File: src/rtl/alu_issue_pkg.sv
// Shared constants for the ALU issue unit: ALU op codes, instruction classes,
// funct3 values and FSM state encoding.
package alu_issue_pkg;

  localparam logic [3:0] ALU_AND = 4'b0000;
  localparam logic [3:0] ALU_OR  = 4'b0001;
  localparam logic [3:0] ALU_ADD = 4'b0010;
  localparam logic [3:0] ALU_SUB = 4'b0110;
  localparam logic [3:0] ALU_SRL = 4'b1010;

  localparam logic [1:0] CLS_MEM = 2'b00;
  localparam logic [1:0] CLS_BR  = 2'b01;
  localparam logic [1:0] CLS_R   = 2'b10;
  localparam logic [1:0] CLS_I   = 2'b11;

  localparam logic [2:0] F3_ADD = 3'b000;
  localparam logic [2:0] F3_BEQ = 3'b000;
  localparam logic [2:0] F3_BNE = 3'b001;
  localparam logic [2:0] F3_SRL = 3'b101;
  localparam logic [2:0] F3_OR  = 3'b110;
  localparam logic [2:0] F3_AND = 3'b111;

  localparam logic [1:0] ST_IDLE = 2'b00;
  localparam logic [1:0] ST_EXEC = 2'b01;
  localparam logic [1:0] ST_DONE = 2'b10;

endpackage

File: src/rtl/alu_op_decode.sv
// Combinational decode of class/funct3/funct7[5] into ALU op code, operand B
// and an illegal flag. Illegal encodings collapse to AND with B=0.
module alu_op_decode
  import alu_issue_pkg::*;
#(
  parameter int XLEN = 32
) (
  input  logic [1:0]      cls_i,
  input  logic [2:0]      funct3_i,
  input  logic            funct7_5_i,
  input  logic [XLEN-1:0] rs2_i,
  input  logic [XLEN-1:0] imm_i,
  output logic [3:0]      alu_op_o,
  output logic [XLEN-1:0] alu_b_o,
  output logic            illegal_o
);

  always_comb begin
    alu_op_o  = ALU_AND;
    alu_b_o   = '0;
    illegal_o = 1'b0;
    case (cls_i)
      CLS_MEM: begin
        alu_op_o = ALU_ADD;
        alu_b_o  = imm_i;
      end
      CLS_BR: begin
        alu_op_o  = ALU_SUB;
        alu_b_o   = rs2_i;
        illegal_o = (funct3_i != F3_BEQ) && (funct3_i != F3_BNE);
      end
      CLS_R: begin
        alu_b_o = rs2_i;
        case (funct3_i)
          F3_ADD:  alu_op_o = funct7_5_i ? ALU_SUB : ALU_ADD;
          F3_AND:  alu_op_o = ALU_AND;
          F3_OR:   alu_op_o = ALU_OR;
          F3_SRL:  begin
            alu_op_o  = ALU_SRL;
            illegal_o = funct7_5_i;
          end
          default: illegal_o = 1'b1;
        endcase
      end
      default: begin
        alu_b_o = imm_i;
        case (funct3_i)
          F3_ADD:  alu_op_o = ALU_ADD;
          F3_AND:  alu_op_o = ALU_AND;
          F3_OR:   alu_op_o = ALU_OR;
          // Shift immediates only use the shamt field of imm.
          F3_SRL:  begin
            alu_op_o  = ALU_SRL;
            alu_b_o   = {{(XLEN-5){1'b0}}, imm_i[4:0]};
            illegal_o = funct7_5_i;
          end
          default: illegal_o = 1'b1;
        endcase
      end
    endcase
    if (illegal_o) begin
      alu_op_o = ALU_AND;
      alu_b_o  = '0;
    end
  end

endmodule

File: src/rtl/alu_issue_unit.sv
// Execute-stage ALU issue unit: IDLE -> EXEC -> DONE FSM around an external ALU.
// Define ALU_ISSUE_BYPASS_EN to allow a new accept in the same cycle as the output handshake.
//
// Handshakes: a transfer happens on a rising edge where valid && ready are both 1;
// valid must be held with stable payload until that edge, ready may change freely.
module alu_issue_unit
  import alu_issue_pkg::*;
#(
  parameter int XLEN    = 32,
  parameter int ALUOP_W = 4
) (
  input  logic               clk,
  input  logic               rst_n,
  input  logic               in_valid,
  output logic               in_ready,
  input  logic [1:0]         in_class,
  input  logic [2:0]         in_funct3,
  input  logic               in_funct7_5,
  input  logic [XLEN-1:0]    in_rs1,
  input  logic [XLEN-1:0]    in_rs2,
  input  logic [XLEN-1:0]    in_imm,
  output logic [XLEN-1:0]    alu_a,
  output logic [XLEN-1:0]    alu_b,
  output logic [ALUOP_W-1:0] alu_op,
  input  logic [XLEN-1:0]    alu_result,
  input  logic               alu_zero,
  output logic               out_valid,
  input  logic               out_ready,
  output logic [XLEN-1:0]    out_result,
  output logic               out_zero,
  output logic               out_branch_taken,
  output logic               out_illegal,
  output logic [1:0]         dbg_state
);

  logic [1:0]         state_q, state_d;
  logic [XLEN-1:0]    alu_a_q, alu_b_q;
  logic [ALUOP_W-1:0] alu_op_q;
  logic               is_br_q, br_ne_q, illegal_q;
  logic [XLEN-1:0]    out_result_q;
  logic               out_zero_q, out_taken_q, out_illegal_q;

  logic [3:0]         dec_op;
  logic [XLEN-1:0]    dec_b;
  logic               dec_illegal;
  logic               out_hs, accept;

  alu_op_decode #(.XLEN(XLEN)) u_decode (
    .cls_i      (in_class),
    .funct3_i   (in_funct3),
    .funct7_5_i (in_funct7_5),
    .rs2_i      (in_rs2),
    .imm_i      (in_imm),
    .alu_op_o   (dec_op),
    .alu_b_o    (dec_b),
    .illegal_o  (dec_illegal)
  );

  assign out_hs = (state_q == ST_DONE) && out_ready;
`ifdef ALU_ISSUE_BYPASS_EN
  assign in_ready = (state_q == ST_IDLE) || out_hs;
`else
  assign in_ready = (state_q == ST_IDLE);
`endif
  assign accept = in_valid && in_ready;

  always_comb begin
    state_d = state_q;
    case (state_q)
      ST_IDLE: if (accept) state_d = ST_EXEC;
      ST_EXEC: state_d = ST_DONE;
      ST_DONE: begin
        if (accept)      state_d = ST_EXEC;
        else if (out_hs) state_d = ST_IDLE;
      end
      default: state_d = ST_IDLE;
    endcase
  end

  always_ff @(posedge clk or negedge rst_n) begin
    if (!rst_n) begin
      state_q       <= ST_IDLE;
      alu_a_q       <= '0;
      alu_b_q       <= '0;
      alu_op_q      <= '0;
      is_br_q       <= 1'b0;
      br_ne_q       <= 1'b0;
      illegal_q     <= 1'b0;
      out_result_q  <= '0;
      out_zero_q    <= 1'b0;
      out_taken_q   <= 1'b0;
      out_illegal_q <= 1'b0;
    end else begin
      state_q <= state_d;
      if (accept) begin
        alu_a_q   <= dec_illegal ? '0 : in_rs1;
        alu_b_q   <= dec_b;
        alu_op_q  <= dec_op;
        is_br_q   <= (in_class == CLS_BR);
        br_ne_q   <= (in_funct3 == F3_BNE);
        illegal_q <= dec_illegal;
      end
      // Legal branches are only BEQ/BNE, so one polarity bit decides taken.
      if (state_q == ST_EXEC) begin
        out_result_q  <= illegal_q ? '0 : alu_result;
        out_zero_q    <= !illegal_q && alu_zero;
        out_taken_q   <= !illegal_q && is_br_q && (br_ne_q ? !alu_zero : alu_zero);
        out_illegal_q <= illegal_q;
      end
    end
  end

  assign alu_a            = alu_a_q;
  assign alu_b            = alu_b_q;
  assign alu_op           = alu_op_q;
  assign out_valid        = (state_q == ST_DONE);
  assign out_result       = out_result_q;
  assign out_zero         = out_zero_q;
  assign out_branch_taken = out_taken_q;
  assign out_illegal      = out_illegal_q;
  assign dbg_state        = state_q;

endmodule
File: config.mk
export PLATFORM = sky130hd
export DESIGN_NAME = alu_issue_unit
export DESIGN_NICKNAME = d
export VERILOG_FILES = /design/src/rtl/alu_issue_pkg.sv /design/src/rtl/alu_op_decode.sv /design/src/rtl/alu_issue_unit.sv
export SDC_FILE = /design/constraint.sdc
export NUM_CORES = 1
export LEC_CHECK = 0
export CAP_MARGIN = 15
export CORE_MARGIN = 10
export CORE_UTILIZATION = 43
export CTS_CLUSTER_SIZE = 8
export DETAILED_ROUTE_END_ITERATION = 16
export GPL_ROUTABILITY_DRIVEN = 0
export PLACE_DENSITY = 0.81
export SYNTH_ARGS = -nofsm -noshare
export SYNTH_HDL_FRONTEND = slang
export SYNTH_HIERARCHICAL = 1
export SYNTH_SLANG_ARGS = --single-unit
File: constraint.sdc
create_clock -name clk -period 1.85 [get_ports clk]
set_input_delay 0.37 -clock clk [delete_from_list [all_inputs] [get_ports clk]]
set_output_delay 0.37 -clock clk [all_outputs]
set_load 0.02 [all_outputs]
==> results_dict.tcl, run 1 <==
set metrics [dict create \
    status "finished, final reports clean" \
    grt_max_degree 71 \
    cp-start-kind "input pin" \
    synthCells 415 \
    path_cells "clkdlybuf4s50_1, nand2_1, o31a_1, buf_12, a22oi_1, nor2_1, mux2_4" \
    row_count 41 \
    portBuffers 245 \
    antenna_found_initial 0 \
    routedWlPerCell_um 20.0 \
    die_area_um2 18200 \
    rsz0062_at_grt "true" \
    cp-startpoint "in_funct3[0]" \
    drv_cap 0 \
    firstDrtPassIters 4 \
    maxSlewHeadroom_pct 73.5 \
    synthArstFlopShare_pct 100 \
    crit_family "buffers and inverters" \
    leakagePower_nw 3.92 \
    peakVddDrop_mv 0.974 \
    ant_nets 0 \
    worstPathRequired_ps 2090 \
    cp_num_buf_inv 2 \
    slew_violations 0 \
    drc_errors 0 \
    die_w_um 135 \
    drive_gt1_share_pct 27.9 \
    ioPinCount 246 \
    num_vias 4223 \
    syn_avg_cell_area_um2 13.6 \
    yosys_warnings 6 \
    first_global_vias 4700 \
    grt.total_usage_pct 18.8 \
    ys.flop_type "dfrtp_1" \
    cts_setup_buffers 0 \
    ys_types 32 \
    worstMarginPinSlew_ps 397 \
    clock_latency_ps 360 \
    fin_area_um2 8880 \
    layout_commonest_cell "clkdlybuf4s50_1" \
    power.density_nw_per_um2 1450 \
    cts.sinks 108 \
    finClkSkew_ps 4.94 \
    path_max_fanout 27 \
    dp_hpwl_um 13300 \
    hold_violations 0 \
    path_clk_slew_ps 70 \
    grt_pass1_wl_um 26700 \
    viasPerCell 4.91 \
    initial_core_util_pct 44.3 \
    fillers 893 \
    max_freq_ghz 0.552 \
    setup_viol 0 \
    synth-seq-cells 108 \
    grt_overflow 0 \
    end_kind "register" \
    htreeDepth 3 \
    syn_area_um2 5660 \
    min_path_type "input pin to async pin" \
    crit-reg2reg-launch "dbg_state[1]$_DFFE_PN0P_" \
    finalCritPeriodShare_pct 98.0 \
    dieHeight_um 135 \
    crit_slowest_cell "clkdlybuf4s50_1" \
    period_needed_ps 1810 \
    area.growth.synth_to_final_pct 56.8 \
    clockBufferDepth 2 \
    fin_nets 826 \
    tritoncts "done" \
    critical_path_class "input pin to register" \
    place_area_um2 8550 \
    dr.first_iter.drc_count 203 \
    cts_root_buffer "clkbuf_16" \
    num_antenna_cells 0 \
    synth_edf_count 0 \
    synth_nets 558 \
    drt-total-wl_um 17200 \
    core_area_um2 12800 \
    setup-tns-final_ps 0 \
    layout_common_cells "clkdlybuf4s50_1 (239), dfrtp_1 (108), mux2_4 (99)" \
    synth.yosys.seq_area_share_pct 47.7 \
    cts_buffers 9 \
    cp.arrival_ps 2060 \
    max_stage_delay_ps 550 \
]
worst reg2reg max path, delay by kind of cell, from the launching register on:
kind / cells / cell delay, ps
DFF: 1 / 420
and+or+nand+nor: 1 / 220
muxes: 1 / 330
buffers and inverters: 3 / 560
per-layer routing:
layer | track usage [%] | up-vias | routed length [µm]
met5 | 0 | - | 0
met4 | 7.92 | 0 | 515
met3 | 6.53 | 32 | 1330
met2 | 32.4 | 161 | 8830
met1 | 20.5 | 2076 | 6530
li1 | - | 1954 | -
flip-flops by register name, indices dropped and copies added (netlist names):
register          cells
alu_a                32
alu_b                32
out_result           32
alu_op                4
dbg_state             2
br_ne_q               1
illegal_q             1
is_br_q               1
out_branch_taken      1
out_illegal           1
out_zero              1
Yosys cell counts, types with 2 or more instances:
cell,instances,area [µm²]
a22oi_1,32,240
inv_1,7,26.3
nand2_1,3,11.3
ha_1,4,50.1
buf_12,10,200
dfrtp_1,108,2700
mux2_4,99,1490
buf_4,3,22.5
and2b_1,2,15.0
a21oi_1,2,10.0
nor2_1,38,143
clkbuf_1,7,26.3
nor2b_1,65,407
mux2_2,6,67.6
nand2b_1,2,12.5
xor2_1,2,17.5
buf_2,3,15.0
nor4_1,2,12.5
buf_6,5,56.3
buf_8,2,30.0
o21ai_0,2,10.0
what timing repair did:
item / 4_1_cts / 5_1_grt
pin swaps: 2 / 0
hold endpoints to repair: 29 / 0
hold buffers: 1 / 0
gates cloned: 1 / 0
endpoints found under the setup margin: 72 / 21
resized for setup: 8 / 1
path summary, 6_finish.rpt:
path	end	slack, ps	cells past startpoint
max	alu_b[6]$_DFFE_PN0P_	40	7
max reg2reg	alu_b[1]$_DFFE_PN0P_	210	5
min reg2reg	out_zero$_DFFE_PN0N_	510	1
min	alu_b[14]$_DFFE_PN0P_	350	2
max in group asynchronous	out_result[27]$_DFFE_PN0N_	930	3
min in group clk	out_zero$_DFFE_PN0N_	510	1
per-stage QoR:
stage,std cells,total power [mW],util [%],setup slack [ps],hold slack (ps)
floorplan,415,8.08,-,-72.8,74.4
global route,860,13.5,69.5,-30.2,336
global placement,842,11.0,67.0,-512,180
detailed placement,842,11.2,67.0,-575,180
finish,860,12.9,69.5,37.1,345
CTS,860,13.1,69.5,22.7,332
cell families (layout without fill, tap and decap cells):
family / count (synthesis) / in the layout / share of synthesized area, %
flops: 108 / 108 / 47.7
xor+xnor: 2 / 2 / 0.309
buf+inv: 37 / 310 / 6.65
fa+ha+maj: 4 / 4 / 0.884
compound gates: 40 / 40 / 5.28
mux: 105 / 105 / 27.4
simple gates: 119 / 119 / 11.7
where the power goes:
part | leakage [nW] | switching (mW) | internal, mW
Clock | 0.128 | 0.880 | 0.953
Combinational | 2.38 | 3.10 | 4.01
Sequential | 1.41 | 0.599 | 3.36
area by class of cell:
class                      instances  area [µm²]  share of cell area, %
inverter                           7        26.3                  0.296
timing repair buffer             287        2940                   33.2
sequential                       108        2700                   30.4
tap                              172         215                   2.42
multi-input combinational        270        2710                   30.5
clock inverter                     5        36.3                  0.409
clock buffer                      11         243                   2.73
Note: power is estimated with default switching activity, not from simulation.
==> inputs of run 2 (changes only) <==
Settings changed: CORE_MARGIN 10 to 4, GPL_TIMING_DRIVEN set to 0.
==> run 2 against run 1 <==
  * Register-to-register slack better by 120 ps
  * Maximum frequency down 0.87%
  * Highest routed layer unchanged
  * Via count down 2.0%
  * Die area down 17%
  * Clock skew up 1.2 ps
  * Combinational power down 1%
  * Global-route usage up 1.6 points
  * First-iteration DRC count down 27%
  * Critical endpoint is now alu_b[26]$_DFFE_PN0P_
  * Clock power up 14%
==> results_dict.tcl, run 2 (synthesis results as in run 1) <==
set metrics [dict create \
    num_vias 4139 \
    cell_internal_pwr_mw 8.63 \
    path_cells "clkbuf_4, inv_2, ha_2, or2_1, buf_6, o31a_1, buf_6, buf_8, a22oi_2, nor2_1, mux2_4" \
    cts_root_buffer "clkbuf_16" \
    grt_overflow 0 \
    holdBufCountCts 0 \
    max_freq_ghz 0.547 \
    grt_pass1_wl_um 24000 \
    dp_hpwl_um 11900 \
    clockBufferDepth 2 \
    crit_family "buffers and inverters" \
    period_needed_ps 1830 \
    cts.sinks 108 \
    viasPerCell 4.87 \
    min_path_type "input pin to async pin" \
    setup-tns-final_ps 0 \
    htreeDepth 3 \
    drive_gt1_share_pct 27.1 \
    die_area_um2 15100 \
    antenna_found_initial 0 \
    setup_viol 0 \
    wl_met3_um 951 \
    initial_core_util_pct 44.3 \
    routed.top_layer "met4" \
    maxSlewHeadroom_pct 51.8 \
    seqPwrFrac_pct 30.5 \
    dieHeight_um 123 \
    crit-reg2reg-launch "dbg_state[1]$_DFFE_PN0P_" \
    clock_power_share_pct 16.0 \
    peakVddDrop_mv 0.824 \
    worstPathRequired_ps 2080 \
    die_w_um 123 \
    cp_common_cell "buf_6" \
    ioPinCount 246 \
    area.growth.synth_to_final_pct 56.2 \
    critical_path_class "input pin to register" \
    fin_nets 817 \
    power_mw 13.1 \
    core_area_um2 12800 \
    crit_slowest_cell "mux2_4" \
    finalCritPeriodShare_pct 98.9 \
    routedWlPerCell_um 18.2 \
    firstDrtPassIters 4 \
    clock_latency_ps 340 \
    num_antenna_cells 0 \
    first_global_vias 4590 \
    leakagePower_nw 3.91 \
    switchingPower_mw 4.48 \
    layout_commonest_cell "clkdlybuf4s50_1" \
    pwr-share-comb_pct 53.5 \
    cts_buffers 9 \
    switching_share_pct 34.2 \
    portBuffers 245 \
    cp.arrival_ps 2060 \
    drv_cap 0 \
    finClkSkew_ps 6.11 \
    max_stage_delay_ps 260 \
    ant_nets 0 \
    status "finished, final reports clean" \
    path_clk_slew_ps 70 \
    tritoncts "done" \
    dr.first_iter.drc_count 148 \
    grt.total_usage_pct 20.4 \
    wl_met1_um 6180 \
    drt-total-wl_um 15400 \
    hold_violations 0 \
    cp-startpoint "in_class[0]" \
    grt_max_degree 56 \
    worstMarginPinSlew_ps 723 \
    drc_errors 0 \
    layout_common_cells "clkdlybuf4s50_1 (235), dfrtp_1 (108), mux2_4 (99)" \
    routed-wl-met2_um 7890 \
    cp-start-kind "input pin" \
    power.density_nw_per_um2 1480 \
    slew_violations 0 \
    end_kind "register" \
    cp_num_buf_inv 5 \
    row_count 41 \
    path_max_fanout 10 \
    fillers 924 \
]
==> run 2: routing by layer <==
layer / track usage (%) / vias up
met5: 0 / -
met4: 8.33 / 0
met3: 4.56 / 31
met2: 35.5 / 138
met1: 24.5 / 2029
li1: - / 1941
==> run 2: area by class of cell <==
type	instances	area, µm²	share of cell area, %
sequential	108	2700	30.6
clock inverter	4	72.6	0.820
tap	172	215	2.43
timing repair buffer	248	2490	28.1
inverter	7	26.3	0.297
clock buffer	11	253	2.86
buffer	30	397	4.48
multi-input combinational	270	2690	30.4
==> run 2: path summary, 6_finish.rpt <==
check	end	slack (ps)	depth (start not counted)
worst max register to register	alu_b[2]$_DFFE_PN0P_	330	4
worst min register to register	alu_a[0]$_DFFE_PN0P_	510	1
worst max-delay path	alu_b[26]$_DFFE_PN0P_	20	11
max in group asynchronous	alu_a[13]$_DFFE_PN0P_	1060	2
worst min-delay path	alu_b[14]$_DFFE_PN0P_	80	1
min in group clk	is_br_q$_DFFE_PN0P_	460	3
==> run 2: power by group through the flow <==
stage	Clock, mW	Combinational (mW)	Sequential [mW]
6_report	2.09	7.02	4.00
5_1_grt	2.24	7.37	4.14
4_1_cts	2.14	7.09	4.01
3_5_place_dp	0	7.07	4.02
3_3_place_gp	0	6.94	3.98
2_1_floorplan	0	2.95	5.13
==> run 2: timing repair <==
item                                    4_1_cts  5_1_grt
pin swaps                                     1        1
endpoints found under the setup margin       72       35
setup buffers                                 1        1
resized for setup                            30        6
==> run 2: metrics by stage <==
stage	util, %	setup WS [ps]	instances	hold slack (ps)	area (µm²)
2_1_floorplan	-	-72.8	415	74.4	5760
3_3_place_gp	66.0	-3620	832	491	8430
3_5_place_dp	66.2	-1090	833	476	8450
4_1_cts	69.0	13.4	849	104	8820
5_1_grt	69.3	-20.4	850	128	8850
6_report	69.3	21.3	850	75.4	8850
==> inputs of run 3 (changes only) <==
Settings changed: ABC_AREA set to 1, CORE_UTILIZATION 43 to 42.
==> run 3 against run 2 <==
  * Non-clock buffer count increased by 14
  * Synthesized area decreased by 3.7%
  * Global-route usage grew 2.5 points
  * Synthesized cell count is 77% higher
  * Critical endpoint is now alu_a[8]
  * Register-to-register slack gained 300 ps
  * Largest cell class unchanged
  * Largest power group unchanged
  * Final area decreased by 4.4%
==> results_dict.tcl, run 3 <==
set metrics [dict create \
    min_path_type "input pin to async pin" \
    holdBufCountCts 0 \
    finClkSkew_ps 6.19 \
    routedWlPerCell_um 14.7 \
    path_clk_slew_ps 80 \
    synthCells 735 \
    num_antenna_cells 0 \
    firstDrtPassIters 5 \
    max_freq_ghz 0.577 \
    worstMarginPinSlew_ps 633 \
    drt-total-wl_um 17200 \
    setup_viol 0 \
    dr.first_iter.drc_count 307 \
    cp-start-kind "register" \
    slew_violations 0 \
    synth_top_area_share_pct 49.6 \
    synth_nets 878 \
    first_global_vias 5390 \
    status "finished, final reports clean" \
    synthArstFlopShare_pct 100 \
    synth_common_cells "nand2_1 (403), dfrtp_1 (108), o21ai_0 (55)" \
    r2r.worst_path.cells 4 \
    rsz0062_at_grt "false" \
    synth.yosys.seq_area_share_pct 49.6 \
    cp_num_buf_inv 1 \
    peakVddDrop_mv 0.717 \
    dp.cells 1153 \
    cp.arrival_ps 1360 \
    cts_buffers 9 \
    stdcell_count 1170 \
    row_count 41 \
    viasPerCell 4.76 \
    core_area_um2 12700 \
    antenna_found_initial 0 \
    grt_pass1_wl_um 26900 \
    layout_common_cells "nand2_1 (403), clkdlybuf4s50_1 (235), dfrtp_1 (108)" \
    portBuffers 245 \
    drc_errors 0 \
    crit_slowest_cell "clkdlybuf4s50_1" \
    power.density_nw_per_um2 1400 \
    synth_edf_count 0 \
    fillers 1122 \
    dieHeight_um 122 \
    crit_family "buffers and inverters" \
    cts_root_buffer "clkbuf_16" \
    path_cells "clkdlybuf4s50_1" \
    yosysMostFrequentCell "nand2_1" \
    place_area_um2 8140 \
    layout_commonest_cell "nand2_1" \
    yosys_warnings 6 \
    period_needed_ps 1730 \
    tritoncts "done" \
    setup-tns-final_ps 0 \
    grt.total_usage_pct 22.9 \
    critical_path_class "register to primary output" \
    finalCritPeriodShare_pct 93.8 \
    htreeDepth 3 \
    drv_cap 0 \
    max_stage_delay_ps 640 \
    die_area_um2 14900 \
    hold_violations 0 \
    crit-reg2reg-launch "dbg_state[0]$_DFFE_PN0P_" \
    seq_area_um2 2700 \
    synth_top_area_cell "dfrtp_1" \
    worstPathRequired_ps 1480 \
    ys.flop_type "dfrtp_1" \
    multi_input_area_um2 2370 \
    path_max_fanout 2 \
    power_mw 11.9 \
    clock_latency_ps 350 \
    drive_gt1_share_pct 7.82 \
    maxSlewHeadroom_pct 57.8 \
    dp_hpwl_um 12900 \
    area.growth.synth_to_final_pct 55.2 \
    grt_overflow 0 \
    leakagePower_nw 4.12 \
    fin_area_um2 8460 \
    grt_max_degree 63 \
    reg2reg_to "illegal_q$_DFFE_PN0P_" \
    fin_nets 1136 \
    cp-startpoint "alu_a[8]$_DFFE_PN0P_" \
    r2r_setup_slack_ps 630 \
    ant_nets 0 \
    num_vias 5564 \
    syn_area_um2 5450 \
    cts.sinks 108 \
    initial_core_util_pct 43.0 \
    ioPinCount 246 \
    ys_types 22 \
    syn_avg_cell_area_um2 7.42 \
    end_kind "primary output" \
    synth-seq-cells 108 \
    synthTopCellsByArea "dfrtp_1 (50%), nand2_1 (28%), o21ai_0 (5.1%)" \
    clockBufferDepth 2 \
    die_w_um 122 \
]
-- run 3: cell count changes in the layout (fill, tap and decap cells not counted), sizes merged, moves of 10 or more --
cell   delta
a22oi    -27
inv      +14
mux2    -105
nand2   +404
nand3    +31
nor2     +10
nor2b    -65
o21ai    +63
-- run 3: cells by family after synthesis --
logic type | after synthesis | share of synthesized area (%)
simple gates | 486 | 35.3
flops | 108 | 49.6
compound gates | 72 | 7.12
buf+inv | 65 | 7.09
fa+ha+maj | 4 | 0.918
-- run 3: layer usage --
layer	wire length (µm)	global-route usage, %	part of all wire (%)	up-vias
met2	8240	38.7	48	218
met5	0	0	0	-
met3	1410	5.76	8.2	29
met4	391	8.54	2.3	0
met1	7160	28.5	42	2523
li1	-	-	-	2794
-- run 3: timing repair --
action / 4_1_cts / 5_1_grt
buffers inserted: 2 / 0
setup endpoints to repair: 66 / 53
resized for setup: 22 / 7
-- run 3: worst max-delay path by stage --
| stage | to | slack (ps) | cells past startpoint |
|---|---|---|---|
| floorplan | alu_a[10]$_DFFE_PN0P_ | 80 | 12 |
| global placement | alu_b[13]$_DFFE_PN0P_ | -3830 | 1 |
| detailed placement | alu_a[30]$_DFFE_PN0P_ | -930 | 11 |
| CTS | dbg_state[1] | 10 | 1 |
| global route | alu_a[30]$_DFFE_PN0P_ | 20 | 11 |
| finish | alu_a[8] | 120 | 1 |
-- run 3: where the power goes --
part	total (mW)	internal (mW)	switching (mW)
Clock	1.86	0.961	0.901
Sequential	3.96	3.37	0.585
Combinational	6.06	2.78	3.28
-- run 3: final cells by class --
class / count / share of cell area (%)
multi-input combinational: 562 / 28.0
clock inverter: 6 / 0.533
sequential: 108 / 32.0
buffer: 44 / 3.89
clock buffer: 10 / 2.83
timing repair buffer: 248 / 29.3
tap: 172 / 2.54
inverter: 20 / 0.932
-- run 3: metrics by stage --
step	hold slack, ps	worst slack [ps]	util, %
floorplan	74.4	80.9	-
global placement	461	-3830	64.1
detailed placement	434	-926	64.3
CTS	44.7	12.3	66.8
global route	67.4	22.9	66.8
finish	25.5	115	66.8
